`config.mk`:
```
export PLATFORM = sky130hd
export DESIGN_NAME = time_calculate
export DESIGN_NICKNAME = d
export VERILOG_FILES = /design/src/rtl/time_calc_pkg.sv /design/src/rtl/time_calculate_sat_accum.sv /design/src/rtl/time_calculate.sv
export SDC_FILE = /design/constraint.sdc
export NUM_CORES = 1
export LEC_CHECK = 0
export BUFFER_PORTS_ARGS = -buffer_cell sky130_fd_sc_hd__buf_2
export CORE_MARGIN = 2
export CORE_UTILIZATION = 62
export CTS_BUF_LIST = sky130_fd_sc_hd__clkbuf_8
export CTS_CLUSTER_DIAMETER = 120
export CTS_CLUSTER_SIZE = 16
export DETAILED_ROUTE_END_ITERATION = 8
export GPL_TIMING_DRIVEN = 0
export PLACE_DENSITY = 0.88
export SYNTH_ARGS = -nofsm -noshare
export SYNTH_HDL_FRONTEND = slang
export SYNTH_HIERARCHICAL = 1
export SYNTH_SLANG_ARGS = --single-unit
export TNS_END_PERCENT = 1
```
`constraint.sdc`:
```
create_clock -name clk -period 10.2 [get_ports clk]
set_clock_uncertainty 0.05 [all_clocks]
set_input_delay 1.53 -clock clk [delete_from_list [all_inputs] [get_ports clk]]
set_output_delay 1.53 -clock clk [all_outputs]
set_load 0.005 [all_outputs]
```
`src/rtl/time_calc_pkg.sv`:
```
// Shared widths and types for the time_calculate elapsed-time block.
package time_calc_pkg;

    localparam int unsigned DEF_WIDTH     = 8;   // time stamp / result width
    localparam int unsigned DEF_ACC_WIDTH = 16;  // duration accumulator width
    localparam int unsigned DEF_CNT_WIDTH = 8;   // sample counter width

    typedef logic [DEF_WIDTH-1:0] time_t;

endpackage : time_calc_pkg

```
`src/rtl/time_calculate_sat_accum.sv`:
```
// sat_accum: saturating accumulator/counter with synchronous clear and enable.
// Ports:
//   clk, rst  - clock, synchronous active-high reset
//   clear     - zero the accumulator (applied before any same-edge add)
//   en        - add inc this edge
//   inc       - unsigned increment, INC_W bits (INC_W <= W)
//   value     - registered accumulator value, sticks at all-ones
module sat_accum
    import time_calc_pkg::*;
#(
    parameter int unsigned W     = DEF_ACC_WIDTH,
    parameter int unsigned INC_W = DEF_WIDTH
) (
    input  logic             clk,
    input  logic             rst,
    input  logic             clear,
    input  logic             en,
    input  logic [INC_W-1:0] inc,
    output logic [W-1:0]     value
);

    logic [W-1:0] value_q;
    logic [W-1:0] value_d;
    logic [W-1:0] base_c;
    logic [W:0]   sum_c;

    // Clear selects a zero base so a same-edge sample starts a fresh sum.
    always_comb begin
        base_c  = clear ? '0 : value_q;
        sum_c   = {1'b0, base_c} + (W+1)'(inc);
        value_d = base_c;
        if (en) begin
            value_d = sum_c[W] ? '1 : sum_c[W-1:0];
        end
    end

    always_ff @(posedge clk) begin
        if (rst) begin
            value_q <= '0;
        end else begin
            value_q <= value_d;
        end
    end

    assign value = value_q;

endmodule : sat_accum

```
`src/rtl/time_calculate.sv`:
```
// time_calculate: elapsed time (time_out - time_in) per valid sample, one-cycle
// latency, with wrap flag and saturating running statistics.
// Ports:
//   clk, rst             - clock, synchronous active-high reset
//   in_valid             - time_out/time_in carry a sample this cycle
//   time_out, time_in    - exit / entry stamps (unsigned, WIDTH bits)
//   clear_acc            - zero acc_total/acc_count/max_total
//   out_valid            - time_total/wrapped updated this cycle
//   time_total, wrapped  - modulo difference and borrow flag (held when idle)
//   acc_total, acc_count - saturating sum of durations / sample count
//   max_total            - largest duration since reset or clear
module time_calculate
    import time_calc_pkg::*;
#(
    parameter int unsigned WIDTH     = DEF_WIDTH,
    parameter int unsigned ACC_WIDTH = DEF_ACC_WIDTH,
    parameter int unsigned CNT_WIDTH = DEF_CNT_WIDTH
) (
    input  logic                 clk,
    input  logic                 rst,
    input  logic                 in_valid,
    input  logic [WIDTH-1:0]     time_out,
    input  logic [WIDTH-1:0]     time_in,
    input  logic                 clear_acc,
    output logic                 out_valid,
    output logic [WIDTH-1:0]     time_total,
    output logic                 wrapped,
    output logic [ACC_WIDTH-1:0] acc_total,
    output logic [CNT_WIDTH-1:0] acc_count,
    output logic [WIDTH-1:0]     max_total
);

    logic [WIDTH:0]   diff_c;
    logic [WIDTH-1:0] new_total_c;
    logic [WIDTH-1:0] max_base_c;

    logic             out_valid_q,  out_valid_d;
    logic [WIDTH-1:0] time_total_q, time_total_d;
    logic             wrapped_q,    wrapped_d;
    logic [WIDTH-1:0] max_total_q,  max_total_d;

    // One extra bit captures the borrow when time_in > time_out.
    always_comb begin
        diff_c      = {1'b0, time_out} - {1'b0, time_in};
        new_total_c = diff_c[WIDTH-1:0];
    end

    // Result registers hold when idle; max restarts from zero on clear.
    always_comb begin
        out_valid_d  = in_valid;
        time_total_d = time_total_q;
        wrapped_d    = wrapped_q;
        max_base_c   = clear_acc ? '0 : max_total_q;
        max_total_d  = max_base_c;
        if (in_valid) begin
            time_total_d = new_total_c;
            wrapped_d    = diff_c[WIDTH];
            if (new_total_c > max_base_c) begin
                max_total_d = new_total_c;
            end
        end
    end

    always_ff @(posedge clk) begin
        if (rst) begin
            out_valid_q  <= 1'b0;
            time_total_q <= '0;
            wrapped_q    <= 1'b0;
            max_total_q  <= '0;
        end else begin
            out_valid_q  <= out_valid_d;
            time_total_q <= time_total_d;
            wrapped_q    <= wrapped_d;
            max_total_q  <= max_total_d;
        end
    end

    sat_accum #(
        .W     (ACC_WIDTH),
        .INC_W (WIDTH)
    ) u_acc_total (
        .clk   (clk),
        .rst   (rst),
        .clear (clear_acc),
        .en    (in_valid),
        .inc   (new_total_c),
        .value (acc_total)
    );

    sat_accum #(
        .W     (CNT_WIDTH),
        .INC_W (1)
    ) u_acc_count (
        .clk   (clk),
        .rst   (rst),
        .clear (clear_acc),
        .en    (in_valid),
        .inc   (1'b1),
        .value (acc_count)
    );

    assign out_valid  = out_valid_q;
    assign time_total = time_total_q;
    assign wrapped    = wrapped_q;
    assign max_total  = max_total_q;

endmodule : time_calculate

```
==> flow_metrics.tcl <==
set metrics [dict create \
    r2r-end "u_acc_total/value[9]" \
    cts_root_buf "clkbuf_8" \
    netlist_area_um2 3070 \
    netlist_top_cells_area "dfxtp_1, ha_1, a21oi_1, nor2b_1, nor2_1" \
    cp_top_family "compound AO/OA/AOI/OAI gates" \
    grt_max_degree 24 \
    die_area_um2 5530 \
    min_path_cells 2 \
    worstHoldStart "wrapped" \
    viasPerCell 6.16 \
    drt_wl_total_mm 7.54 \
    design.core.area_um2 4750 \
    critPathRequiredTime_ns 10.35 \
    post-place-ws_ns 5.31 \
    cts_tree "built" \
    grt_pass1_vias 2726 \
    cpPeakStageDelay_ns 0.59 \
    r2r_cells 8 \
    status "completed" \
    finalHoldViolations 0 \
    synthDominantCellAreaShare 0.274 \
    finalWeightedCongestion 0.827 \
    port_buffers 61 \
    worst_setup_path_end_kind "flip-flop" \
    synth_fa_ha_area_frac 0.119 \
    start_kind "primary input" \
    slew_viol_final 0 \
    yosysMostFrequentCell "dfxtp_1" \
    diodes 0 \
    r2r_slack_ns 7.43 \
    drtIter0Drc 195 \
    fmax_mhz 217 \
    synth_commonest_cells "dfxtp_1, a21oi_1, nor2_1" \
    worst_slew_pin_slew_ns 0.569 \
    placed_cells 485 \
    drt-pass1-iter-count 5 \
    die_width_um 74.4 \
    start_util 0.646 \
    wl_per_cell_um 15.3 \
    syn_to_final_growth_pct 15.8 \
    synthCells 357 \
    avgSynthCellArea_um2 8.60 \
    period_share 0.452 \
    setup_tns_ns 0 \
    grt.total_usage 0.276 \
    worstPathArrival_ns 4.76 \
    rsz0062_at_grt "false" \
    crit_top_cell "ha_1" \
    setup_viol 0 \
    drc 0 \
    fin_util 0.748 \
    synth-seq-cells 42 \
    cts_setup_buffers 0 \
    grt_pass1_wl_mm 12.1 \
    ant_nets 0 \
    slew_headroom 0.618 \
    hold_path_end "wrapped" \
    synth_compound_gate_area_share 0.244 \
    yosysSeqAreaShare 0.274 \
    place_hpwl_mm 5.52 \
    cts_sinks 42 \
    hold_path.class "reg2reg" \
    synth.distinct_cells 74 \
    yosysTopAreaCell "dfxtp_1" \
    worstPathCellList "buf_2 -> inv_1 -> ha_1 -> o21ai_1 -> a211oi_2 -> mux2_2 -> nor2_2 -> inv_2 -> ha_1 -> or4_4 -> o221ai_1 -> nor3_1 -> a311o_1" \
    grt-ovfl-total 0 \
    worst-path-buf-inv 3 \
    clk_latency_ns 0.30 \
    reg2reg_from "u_acc_total/value[0]" \
    io_pins 62 \
    synth-simple-area-share 0.263 \
    synthArstFlopShare 0 \
    synth_nets 405 \
    synth_warnings 6 \
    yosys.area_share.xor_xnor 0.0285 \
    synth_edf_count 0 \
    ir_drop_mv 0.0875 \
    die_h_um 74.4 \
    synth_mux_area_frac 0.0265 \
    vias 3036 \
    power_leakage_nw 1.60 \
    clk_pin_slew_ns 0.09 \
    cp_max_fo 7 \
    cts-resized-gates 0 \
    final_layout_size_suffix_gt1_frac 0.218 \
    ctsHtreeMaxLevel 2 \
    stdcell_count 493 \
    power_density_nw_per_um2 133 \
    synth_top_family_by_area "simple AND/OR/NAND/NOR gates" \
    criticalPathCategory "in2reg" \
    cts_hold_buffers 0 \
    fin_crit_ns 4.61 \
    row_count 25 \
    fin_ws_ns 5.59 \
    antenna_found_initial 0 \
    cts_buffers 5 \
    drv_cap 0 \
    yosys_most_used_dff "dfxtp_1" \
    fin_nets 473 \
    clockBufferDepth 2 \
    cp_slowest_cell "or4_4" \
]
## sequential cells by signal, summed over array words and instances (netlist names)
name               cells
u_acc_total/value     16
max_total              8
time_total             8
u_acc_count/value      8
out_valid              1
wrapped                1
## report_power, final
part	total, mW	switching (mW)	leakage, nW	internal [mW]
combinational	0.175	0.102	1.21	0.0734
sequential	0.182	0.00603	0.344	0.176
clock	0.117	0.0620	0.0472	0.0545
## worst max-delay path by stage
stage	from	depth (start not counted)	slack, ns	endpoint
after CTS	time_out[0]	14	5.63	u_acc_total/value[9]
final	time_in[2]	13	5.59	u_acc_total/value[9]
after detailed placement	time_out[0]	14	5.31	u_acc_total/value[9]
after global placement	time_out[0]	14	5.41	u_acc_total/value[9]
after global routing	time_out[0]	14	5.45	u_acc_total/value[9]
after floorplan	time_in[2]	12	5.76	u_acc_total/value[15]
## worst reg2reg max path, delay by kind of cell, from the launching register on
| kind | cells | cell delay (ns) |
|---|---|---|
| AO/OA/AOI/OAI | 3 | 1.14 |
| flip-flops | 1 | 0.32 |
| AND/OR/NAND/NOR | 3 | 0.45 |
| adder cells (fa/ha/maj) | 2 | 0.72 |
## metrics by stage
step / power [mW] / area [um^2] / hold WS, ns
after floorplan: 0.310 / 3070 / 0.398
after global placement: 0.350 / 3460 / 0.387
after detailed placement: 0.356 / 3460 / 0.396
after CTS: 0.472 / 3550 / 0.406
after global routing: 0.500 / 3550 / 0.449
final: 0.474 / 3550 / 0.401
## kinds of logic (layout without fill, tap and decap cells)
kind of cell / count (synthesis) / after routing
mux: 8 / 8
simple gates: 140 / 140
xor+xnor: 10 / 10
fa+ha+maj: 28 / 28
buf+inv: 28 / 97
compound gates: 100 / 100
other cells: 1 / 1
flops: 42 / 42
## final cells by class
type                            count  area, um^2
Multi-Input combinational cell    287        2090
Fill cell                         392        1200
Sequential cell                    42         841
Timing Repair Buffer               61         305
Tap cell                           67        83.8
Clock buffer                        6        82.6
Buffer                             11        72.6
Inverter                           17        63.8
Clock inverter                      2        12.5
## routing by layer
metal	GRT usage	vias to the layer above	share of wire
li1	-	1466	-
met1	0.337	1427	0.42
met2	0.478	124	0.49
met3	0.0474	19	0.067
met4	0.117	0	0.024
met5	0	-	0
## placed cells by master, fill, tap and decap left out, types with 5 or more instances in the layout
| master | instances |
|---|---|
| nor2_1 | 29 |
| nand2_1 | 20 |
| ha_1 | 26 |
| inv_1 | 16 |
| nand3_1 | 17 |
| o21bai_1 | 5 |
| dfxtp_1 | 42 |
| buf_2 | 62 |
| a21o_1 | 9 |
| o21ai_0 | 8 |
| clkbuf_8 | 6 |
| xor2_1 | 6 |
| o211ai_1 | 5 |
| nor2b_1 | 18 |
| clkbuf_1 | 6 |
| nand4_1 | 5 |
| a211oi_1 | 11 |
| mux2i_1 | 7 |
| a21oi_1 | 29 |
| nand2b_1 | 11 |
No activity file was read; power rests on OpenSTA's default activity.
